## config.mk

```make
export PLATFORM = sky130hd
export DESIGN_NAME = seg7_scan_driver
export DESIGN_NICKNAME = d
export VERILOG_FILES = /design/src/rtl/seg7_scan_pkg.sv /design/src/rtl/bcd_to_seg7.sv /design/src/rtl/seg7_scan_driver.sv
export SDC_FILE = /design/constraint.sdc
export NUM_CORES = 1
export LEC_CHECK = 0
export ABC_CLOCK_PERIOD_IN_PS = 2100
export CORE_UTILIZATION = 47
export DETAILED_ROUTE_END_ITERATION = 8
export PLACE_DENSITY = 0.76
export RECOVER_POWER = 25
export SLEW_MARGIN = 0
export SYNTH_ARGS = -nofsm -noshare
export SYNTH_HDL_FRONTEND = slang
export SYNTH_SLANG_ARGS = --single-unit
```

## constraint.sdc

```tcl
create_clock -name clk -period 2.1 [get_ports clk]
set_input_delay 0.525 -clock clk [delete_from_list [all_inputs] [get_ports clk]]
set_output_delay 0.525 -clock clk [all_outputs]
set_load 0.005 [all_outputs]
```

## src/rtl/seg7_scan_pkg.sv

```systemverilog
// seg7_scan_pkg: shared types and constants for the 8-digit 7-segment scan driver.
//   scan_state_t : FSM encoding (ST_BLANK, ST_SHOW)
//   SCAN_ORDER   : slot -> digit index table, element 0 is slot 0
//   SEG_*        : active-low glyphs in {g,f,e,d,c,b,a} order
package seg7_scan_pkg;

  typedef enum logic {
    ST_BLANK = 1'b0,
    ST_SHOW  = 1'b1
  } scan_state_t;

  // Slots 0..7 visit digits 3,2,1,0 then 7,6,5,4 (each group MSD first).
  localparam logic [7:0][2:0] SCAN_ORDER = {3'd4, 3'd5, 3'd6, 3'd7,
                                            3'd0, 3'd1, 3'd2, 3'd3};

  localparam logic [6:0] SEG_0    = 7'h40;
  localparam logic [6:0] SEG_1    = 7'h79;
  localparam logic [6:0] SEG_2    = 7'h24;
  localparam logic [6:0] SEG_3    = 7'h30;
  localparam logic [6:0] SEG_4    = 7'h19;
  localparam logic [6:0] SEG_5    = 7'h12;
  localparam logic [6:0] SEG_6    = 7'h02;
  localparam logic [6:0] SEG_7    = 7'h78;
  localparam logic [6:0] SEG_8    = 7'h00;
  localparam logic [6:0] SEG_9    = 7'h10;
  localparam logic [6:0] SEG_DASH = 7'h3F;
  localparam logic [6:0] SEG_OFF  = 7'h7F;

  localparam logic [7:0] AN_OFF   = 8'hFF;

  function automatic logic [2:0] slot_to_index(input logic [2:0] slot);
    return SCAN_ORDER[slot];
  endfunction

  // Active-low one-cold anode pattern for a digit index.
  function automatic logic [7:0] anode_for(input logic [2:0] idx);
    return ~(8'b0000_0001 << idx);
  endfunction

endpackage

```

## src/rtl/bcd_to_seg7.sv

```systemverilog
// bcd_to_seg7: combinational BCD to 7-segment decoder, active-low outputs.
//   bcd  in  4  BCD nibble; 10-15 decode to a dash as an error marker
//   seg  out 7  {g,f,e,d,c,b,a}, active-low
module bcd_to_seg7
  import seg7_scan_pkg::*;
(
  input  logic [3:0] bcd,
  output logic [6:0] seg
);

  always_comb begin
    seg = SEG_DASH;
    case (bcd)
      4'd0: seg = SEG_0;
      4'd1: seg = SEG_1;
      4'd2: seg = SEG_2;
      4'd3: seg = SEG_3;
      4'd4: seg = SEG_4;
      4'd5: seg = SEG_5;
      4'd6: seg = SEG_6;
      4'd7: seg = SEG_7;
      4'd8: seg = SEG_8;
      4'd9: seg = SEG_9;
      default: seg = SEG_DASH;
    endcase
  end

endmodule

```

## src/rtl/seg7_scan_driver.sv

```systemverilog
// seg7_scan_driver: time-multiplexed driver for an 8-digit common-anode display.
//   clk              in   1  system clock
//   reset            in   1  synchronous, active-high
//   enable           in   1  1 = scan, 0 = dark with scan position frozen
//   extracted_digit  in   4  BCD nibble from digit_extractor for digit_index
//   dp_mask          in   8  per-digit decimal point, 1 = lit
//   digit_index      out  3  registered digit select to digit_extractor
//   seg              out  7  {g,f,e,d,c,b,a}, active-low
//   dp               out  1  decimal point, active-low
//   an               out  8  anode enables, active-low
// Optional feature macro: LEADING_ZERO_BLANK_EN (suppress leading zeros per
// 4-digit group; each group always keeps its LSD, and a lit decimal point
// forces the digit on).
//
// state    | meaning
// ---------+---------------------------------------------------------------
// ST_BLANK | all anodes off; digit_index is settling in the extractor
// ST_SHOW  | one anode low, seg/dp hold the value captured on entry
module seg7_scan_driver
  import seg7_scan_pkg::*;
#(
  parameter int REFRESH_DIV  = 100000,
  parameter int BLANK_CYCLES = 1000
) (
  input  logic       clk,
  input  logic       reset,
  input  logic       enable,
  input  logic [3:0] extracted_digit,
  input  logic [7:0] dp_mask,
  output logic [2:0] digit_index,
  output logic [6:0] seg,
  output logic       dp,
  output logic [7:0] an
);

  localparam int PS_W = (REFRESH_DIV > 1) ? $clog2(REFRESH_DIV) : 1;
  localparam logic [PS_W-1:0] PS_LAST  = PS_W'(REFRESH_DIV - 1);
  localparam logic [PS_W-1:0] PS_BLANK = PS_W'(BLANK_CYCLES - 1);

  scan_state_t     state;
  logic [2:0]      slot;
  logic [PS_W-1:0] prescaler;
  logic [6:0]      decoded_seg;
  logic            suppress;
  logic [2:0]      next_slot;

  bcd_to_seg7 u_decode (
    .bcd (extracted_digit),
    .seg (decoded_seg)
  );

  assign next_slot = slot + 3'd1;

`ifdef LEADING_ZERO_BLANK_EN
  logic nz_seen;

  // Indices 0 and 4 are group LSDs and are never suppressed.
  assign suppress = (extracted_digit == 4'd0) && !nz_seen &&
                    (digit_index != 3'd0) && (digit_index != 3'd4) &&
                    !dp_mask[digit_index];

  always_ff @(posedge clk) begin
    if (reset) begin
      nz_seen <= 1'b0;
    end else if (enable) begin
      if (state == ST_BLANK && prescaler == PS_BLANK) begin
        if (!suppress && extracted_digit != 4'd0)
          nz_seen <= 1'b1;
      end else if (state == ST_SHOW && prescaler == PS_LAST) begin
        if (next_slot == 3'd0 || next_slot == 3'd4)
          nz_seen <= 1'b0;
      end
    end
  end
`else
  assign suppress = 1'b0;
`endif

  always_ff @(posedge clk) begin
    if (reset) begin
      state       <= ST_BLANK;
      slot        <= 3'd0;
      digit_index <= slot_to_index(3'd0);
      an          <= AN_OFF;
      seg         <= SEG_OFF;
      dp          <= 1'b1;
      prescaler   <= '0;
    end else if (!enable) begin
      // Freeze position; a full BLANK period follows re-enable.
      state     <= ST_BLANK;
      an        <= AN_OFF;
      seg       <= SEG_OFF;
      dp        <= 1'b1;
      prescaler <= '0;
    end else begin
      prescaler <= (prescaler == PS_LAST) ? '0 : prescaler + 1'b1;
      case (state)
        ST_BLANK: begin
          an  <= AN_OFF;
          seg <= SEG_OFF;
          dp  <= 1'b1;
          if (prescaler == PS_BLANK) begin
            state <= ST_SHOW;
            if (!suppress) begin
              an  <= anode_for(digit_index);
              seg <= decoded_seg;
              dp  <= ~dp_mask[digit_index];
            end
          end
        end
        ST_SHOW: begin
          if (prescaler == PS_LAST) begin
            state       <= ST_BLANK;
            an          <= AN_OFF;
            seg         <= SEG_OFF;
            dp          <= 1'b1;
            slot        <= next_slot;
            digit_index <= slot_to_index(next_slot);
          end
        end
        default: state <= ST_BLANK;
      endcase
    end
  end

endmodule
```

**Word-level counts from Yosys, hierarchy flattened**

Memory sizes are Yosys's and may differ from the RTL's. A register that Yosys moved wholly into a read port is not among the register bits.
Index checks and enable logic that the tools add are counted.

- Add/subtract/negate cells: 2
- Magnitude comparators: 1
- Eq/ne operators: 3
- Shift-type cells: 1
- Multiplexer cells: 14
- Bitwise gates (word level): 4
- Reduce and logical (&&, ||, !) cells: 3

Operators by type and width:

| cell | count |
|---|---|
| 17-bit by 1-bit adder with 17-bit output, second input constant | 1 |
| 17-bit by 10-bit equality test with 1-bit output, second input constant | 1 |
| 17-bit equality test, second input constant | 1 |
| 8-bit two-way mux | 2 |
| 8-bit case mux with 2 select lines | 1 |
| 7-bit two-way mux | 2 |
| 7-bit case mux with 2 select lines | 1 |
| 8-bit inverter | 1 |
| 1-bit by 3-bit left shift with 8-bit output, first input constant | 1 |
| 1-bit two-way mux | 5 |
| 3-bit by 4-bit < comparator with 1-bit output, second input constant | 1 |
| 1-bit case mux with 2 select lines | 2 |
| 3-bit by 1-bit adder with 3-bit output, second input constant | 1 |
| 1-bit binary-select mux with 3-bit select | 1 |
| 1-bit inverter | 3 |
| 3-bit AND reduction | 1 |
| 3-bit OR reduction | 1 |
| 2-bit by 1-bit != test with 1-bit output, second input constant | 1 |
| 2-bit OR reduction | 1 |

- Flip-flop bits (word level): 37
- ROM bits: 136
- Input port bits: 15
- Output and inout port bits: 19
- Word-level logic and storage cells: 36
- Memories: 2

Memories:

| name | depth | width | rd ports | clocked after memory_dff | write ports | line | source |
|---|---|---|---|---|---|---|---|
| (name not given) | 16 | 7 | 1 | 0 | 0 | bcd_to_seg7.sv:13 | `case (bcd)` |
| (name not given) | 8 | 3 | 1 | 1 | 0 | seg7_scan_pkg.sv:32 | `return SCAN_ORDER[slot];` |

**Depth between registers and ports, before layout**

Gate-level depths: netlist (run 1).

- Word-level depth: 5
- Gate-level depth with buffers: 7
- Gate-level depth less buffers: 5

**Hierarchy**

Synthesis (run 1) repeated with hierarchy kept, for this count alone.

- Cell total of the unflattened synthesis: 204
- Area total of the unflattened synthesis: 1890.6 um2

By module, submodules not included:

| module | instances | cells each | area an instance (um2) | sequential area each (um2) |
|---|---|---|---|---|
| seg7_scan_driver | 1 | 173 | 1650.3 | 780.7 |
| bcd_to_seg7 | 1 | 31 | 240.2 | 0.0 |

**Worst setup path after synthesis (run 1)**

OpenSTA, ideal clock, no wires.

- Path type: register -> register
- Start: register prescaler[11]
- End: register seg[6]
- Setup time: 123 ps
- Arrival: 1858 ps
- Data required time: 1977 ps
- Setup slack: 120 ps
- Cell stages (with the launch flop): 6
- Buffers on the path: 1
- Clock period less this slack: 1980 ps
- Path through: dfxtp_1 or4_4 or4_4 nor4_4 buf_6 a2bb2oi_1

- Cells in the longest elaborated chain, start to end: 3
- Elaborated cells between the ends (all ways): 5
- Those cells by class: eq/ne: 3; mux: 2

RTL lines:

| element | line | source |
|---|---|---|
| from (decl) | seg7_scan_driver.sv:42 | `logic [PS_W-1:0] prescaler;` |
| from (signal assigned) | seg7_scan_driver.sv:96 | `prescaler <= (prescaler == PS_LAST) ? '0 : prescaler + 1'b1;` |
| 17-bit by 10-bit equality test with 1-bit output | seg7_scan_driver.sv:102 | `if (prescaler == PS_BLANK) begin` |
| 7-bit two-way mux | seg7_scan_driver.sv:102 |  |
| 7-bit case mux with 2 select lines | seg7_scan_driver.sv:97 | `case (state)` |
| to (signal assigned) | seg7_scan_driver.sv:106 | `seg <= decoded_seg;` |
| to (decl) | seg7_scan_driver.sv:31 | `output logic [6:0] seg,` |

Parallel ways exist; a longest one is shown, timed or not.
A chain may end at the register's enable or synchronous reset.

**Worst setup path after layout (run 1)**

- Start: register prescaler[12]
- End: register an[3]

- Cells in the longest elaborated chain, start to end: 3
- Elaborated cells between the ends (all ways): 5
- Those cells by class: eq/ne: 3; mux: 2

RTL lines:

| element | line | source |
|---|---|---|
| 17-bit by 10-bit equality test with 1-bit output | seg7_scan_driver.sv:102 |  |
| 8-bit two-way mux | seg7_scan_driver.sv:102 |  |
| 8-bit case mux with 2 select lines | seg7_scan_driver.sv:97 |  |
| to (signal assigned) | seg7_scan_driver.sv:105 | `an <= anode_for(digit_index);` |
| to (decl) | seg7_scan_driver.sv:33 | `output logic [7:0] an` |

Parallel ways exist; a longest one is shown, timed or not.

==> flow_summary.ini, run 1 <==
[run_status]
status = complete, no violations

[finish]
final_cell_mix = dfxtp_1, nor2_1, clkdlybuf4s50_1
antenna_cells = 0
final_common_cell = dfxtp_1
multi_input_area_mm2 = 0.00102
drive_gt1_frac = 0.146
area.sequential_um2 = 782
layout.nets = 267
design_area_mm2 = 0.00242
area_growth_syn_to_layout_pct = 29.1
nFillCells = 314

[cts]
cts.sinks = 39
clkTransAtPathRegs_ps = 80
cts-buffers-inserted = 5
worstSkewPairLatency_ps = 290
clk_root_buffer_cell = clkbuf_8
cts_tree = built
cts-htree-levels = 2
clock_path_buffers = 2

[sta]
finalClockSkew_ps = 5.74
rsz0062_at_grt = no
final_max_slew_viol_count = 0
fin_crit_ps = 1940
finalCritPeriodShare = 0.924
fin_tns_setup_ps = 0
setup_violations = 0
timing_hold_violations_final = 0
fmax_mhz = 515
slew_headroom = 0.724
worst_slew_pin_slew_ps = 411

[worst_setup_path]
start_kind = flip-flop
worstSetupPathType = reg -> reg
r2r_end = an[3]
r2r_start = prescaler[12]
critPathArrivalTime_ps = 2110
ff2ff_path_depth = 5
end_kind = flip-flop
crit_fanout = 17
cp.required_ps = 2270
ff2ff_setup_slack_ps = 160

[hold_path]
hold_depth = 1
hold_path.startpoint = prescaler[0]
min_to = prescaler[0]
hold_path.class = reg -> reg

[power]
p_leak_uw = 0.000827
vdd_drop_max_v = 0.000349
power_uw = 1320
p_per_area_mw_per_mm2 = 545

[yosys]
ys_ff_latch = 39
synthCells = 202
yosysSeqAreaShare = 0.417
synth-edff-count = 0
syn_area_per_cell_um2 = 9.28
syn_nets = 224
synth_area_mm2 = 0.00187
ys.flop_type = dfxtp_1
synth_cell_types = 40
yosys_warnings = 0
async_flop_share = 0

[die]
rows = 22
core_mm2 = 0.00374
initial_core_util = 0.501
dieWidth_um = 65.2
io_pins = 34
die_h_um = 65.2
dieArea_mm2 = 0.00424

[grt]
gr-usage-all-layers = 0.205
grt_pass1_wl_um = 6700
grt_pass1_vias = 1502
overflow = 0
antenna_found_initial = 0
grt_max_degree = 18

[detailed_routing]
drt-total-wl_um = 3820
dr.pass1.iters = 4
drc_errors = 0
final_antenna_net_count = 0
vias = 1605
first_iter_violations = 122
via_per_inst = 5.46
post_drt_wl_per_cell_um = 13.0

[placed_design]
port_buffers = 33
routabilityCongestion = 0.870
dpl_cell_area_mm2 = 0.00231
dp_hpwl_um = 2820

[job]
max-cap-violations = 0
==> routing by layer <==
layer	routed length, µm	GRT usage	vias up
li1	-	-	803
met1	1770	0.251	756
met2	1810	0.344	39
met3	173	0.0486	7
met4	67	0.0815	0
met5	0	0	-
==> Yosys cell counts (2+ instances only) <==
cell | n | share of area
dfxtp_1 | 39 | 0.42
nor2_1 | 22 | 0.044
nand2_1 | 15 | 0.030
nor3_1 | 12 | 0.032
xnor2_1 | 10 | 0.047
a2bb2oi_1 | 8 | 0.037
inv_1 | 8 | 0.016
ha_1 | 7 | 0.047
a31oi_1 | 6 | 0.020
nand3_1 | 6 | 0.016
nor2b_1 | 6 | 0.020
a21oi_1 | 5 | 0.013
nand4_1 | 5 | 0.017
clkbuf_1 | 4 | 0.0080
mux2i_1 | 4 | 0.021
nand2b_1 | 4 | 0.013
buf_2 | 3 | 0.0080
mux2_2 | 3 | 0.018
nor4_1 | 3 | 0.010
xor2_1 | 3 | 0.014
a22o_1 | 2 | 0.0093
and3_1 | 2 | 0.0067
mux4_2 | 2 | 0.024
nand4b_1 | 2 | 0.0093
nor4_4 | 2 | 0.023
o21ai_0 | 2 | 0.0053
o21bai_1 | 2 | 0.0080
or2_2 | 2 | 0.0067
or4_4 | 2 | 0.012
==> flip-flops by register name, summed over array words and instances (netlist names) <==
| name | count |
|---|---|
| prescaler | 17 |
| an | 8 |
| seg | 7 |
| digit_index | 3 |
| slot | 2 |
| dp | 1 |
| state | 1 |
==> critical path, cell delays in order (launching register included) <==
cell and delay [ps]:
dfxtp_1 360, or4_4 550, or4_4 440, nor4_4 200, buf_12 180, a31oi_1 90
==> where the power goes <==
group	switching (µW)	total [µW]	leakage, µW	internal, µW
Combinational	35.3	81.3	0.000471	46.1
Sequential	1.36	742	0.000316	741
Clock	265	495	0.0000402	231
Total	301	1320	0.000827	1020
==> worst max path at each step <==
stage                  startpoint      to  slack (ps)  cells past startpoint
finish              prescaler[12]   an[3]         160                      5
global route         prescaler[6]  seg[3]          20                      5
CTS                 prescaler[12]  seg[0]         100                      5
detailed placement         enable   an[3]          40                      6
global placement           enable   an[3]          60                      6
floorplan           prescaler[11]  seg[6]         120                      5
==> cells by family (layout without fill, tap and decap cells) <==
| logic type | Yosys count | in the layout | share of synthesized area |
|---|---|---|---|
| and+or+nand+nor | 87 | 87 | 0.258 |
| DFF | 39 | 39 | 0.417 |
| AOI/OAI and AO/OA | 29 | 29 | 0.110 |
| buffers and inverters | 18 | 62 | 0.0447 |
| xor gates and xnor gates | 13 | 13 | 0.0607 |
| muxes | 9 | 9 | 0.0634 |
| adders and majority gates | 7 | 7 | 0.0467 |
==> what timing repair did <==
item | 4_1_cts | 5_1_grt
hold buffers | 0 | 0
resized for setup | 0 | 3
endpoints found under the setup margin | 0 | 8
setup buffers | 0 | 1
==> cell type report <==
type	instances	area share
Sequential cell	39	0.323
Multi-Input combinational cell	145	0.421
Clock inverter	3	0.00827
Timing Repair Buffer	46	0.182
Tap cell	48	0.0248
Inverter	8	0.0124
Clock buffer	5	0.0284
==> metrics by stage <==
| step | utilization | setup slack [ps] | hold WS [ps] | std cells |
|---|---|---|---|---|
| after floorplan | - | 120 | 418 | 202 |
| after global placement | 0.618 | 58.4 | 431 | 285 |
| after detailed placement | 0.618 | 44.6 | 440 | 285 |
| after CTS | 0.642 | 102 | 458 | 293 |
| after global routing | 0.646 | 21.2 | 475 | 294 |
| final | 0.646 | 159 | 453 | 294 |
No activity file was read; power rests on OpenSTA's default activity.
==> run 2: changes to the inputs <==
Settings changed: CORE_UTILIZATION 47 to 49, CTS_BUF_LIST from default to sky130_fd_sc_hd__clkbuf_4 sky130_fd_sc_hd__clkbuf_8, CTS_CLUSTER_DIAMETER from default to 50, PLACE_DENSITY 0.76 to 0.78, REMOVE_ABC_BUFFERS from default to 1.
==> run 2 against run 1 <==
Against the previous run: worst hold slack got worse by 0.92 ps; final area rose by 0.36%; final cell count did not move.
==> flow_summary.ini, run 2 (synthesis gave the netlist of run 1 again) <==
[worst_setup_path]
path_cells = or4bb_1, nor4_4, buf_4, nand4_1, mux2_2
end_kind = flip-flop
cpPeakStageDelay_ps = 550
start_kind = flip-flop
crit_fanout = 13
crit_slowest_cell = or4bb_1
critPathArrivalTime_ps = 2090
cp.required_ps = 2280
worstSetupPathType = reg -> reg
critPathTopFamily = simple AND/OR/NAND/NOR gates
path_buf_inv = 1

[finish]
design_area_mm2 = 0.00243
nFillCells = 315
drive_gt1_frac = 0.134
antenna_cells = 0
multi_input_area_mm2 = 0.00101
top_register = prescaler
final_cell_mix = dfxtp_1, nor2_1, clkdlybuf4s50_1
largest_reg_flops = 17
layout.nets = 268
area_growth_syn_to_layout_pct = 29.6
area.sequential_um2 = 781
top_regs = prescaler x17, an x8, seg x7
final_common_cell = dfxtp_1

[cts]
post_cts_buffers = 0
clkTransAtPathRegs_ps = 70
cts-htree-levels = 2
cts_tree = built
postCtsHoldBufs = 0
cts-buffers-inserted = 5
clock_path_buffers = 2
clk_root_buffer_cell = clkbuf_8
cts.sinks = 39
worstSkewPairLatency_ps = 290
cts-resized-gates = 0

[run_status]
status = complete, no violations

[job]
max-cap-violations = 0

[sta]
fmax_mhz = 522
rsz0062_at_grt = no
timing_hold_violations_final = 0
finalClockSkew_ps = 5.46
finalCritPeriodShare = 0.911
slew_headroom = 0.721
worst_slew_pin_slew_ps = 416
fin_crit_ps = 1910
hold_ws_ps = 452
finalWorstSetupSlack_ps = 186
final_max_slew_viol_count = 0
setup_violations = 0

[detailed_routing]
first_iter_violations = 72
final_antenna_net_count = 0
dr.pass1.iters = 4
drc_errors = 0
vias = 1578
post_drt_wl_per_cell_um = 12.8
drt-total-wl_um = 3770
via_per_inst = 5.37

[grt]
met2_usage = 0.323
antenna_found_initial = 0
grt_max_degree = 18
use_met1 = 0.277
overflow = 0
gr-usage-all-layers = 0.211
grt_pass1_vias = 1473
grt_pass1_wl_um = 6720
grt.busiest_layer = met2
met3_usage = 0.0571

[placed_design]
dp_hpwl_um = 2770
port_buffers = 33
post-place-ws_ps = -0.673
dpl_cell_area_mm2 = 0.00234
routabilityCongestion = 0.791

[die]
core_mm2 = 0.00366
dieWidth_um = 63.8
dieArea_mm2 = 0.00408
die_h_um = 63.8
initial_core_util = 0.512
rows = 22
io_pins = 34

[power]
p_per_area_mw_per_mm2 = 546
p_leak_uw = 0.000843
vdd_drop_max_v = 0.000393

[hold_path]
hold_path.class = reg -> reg
-- run 2: power by group --
| group | switching [µW] | internal (µW) | leakage (µW) |
|---|---|---|---|
| Sequential | 1.33 | 741 | 0.000315 |
| Clock | 242 | 257 | 0.0000470 |
| Combinational | 35.1 | 49.5 | 0.000481 |
-- run 2: per-layer routing --
metal / vias up / wire (µm)
met3: 5 / 138
met2: 29 / 1720
li1: 804 / -
met4: 0 / 57
met5: - / 0
met1: 740 / 1840
-- run 2: worst reg2reg max path, cell delays in order (launching register included) --
cell	delay (ps)
dfxtp_1	380
or4bb_1	550
nor4_4	250
buf_4	230
nand4_1	130
mux2_2	280
-- run 2: path summary, 6_finish.rpt --
kind / start / to / slack (ps) / cells after the start
max reg2reg: prescaler[15] / digit_index[2] / 190 / 5
max: prescaler[15] / digit_index[2] / 190 / 5
min reg2reg: prescaler[0] / prescaler[0] / 450 / 1
min: prescaler[0] / prescaler[0] / 450 / 1
-- run 2: final cells by class --
cell class	count	area share
inverter	8	0.0124
tap	48	0.0247
sequential	39	0.321
clock buffer	6	0.0340
timing repair buffer	47	0.190
multi-input combinational	145	0.416
clock inverter	1	0.00206
-- run 2: through the flow --
step	total power [µW]	instances	setup TNS (ps)	utilization
6_report	1330	294	0	0.663
5_1_grt	1390	294	0	0.663
4_1_cts	1340	294	0	0.663
3_5_place_dp	845	287	-0.673	0.639
3_3_place_gp	843	287	0	0.639
2_1_floorplan	796	192	-37.1	-
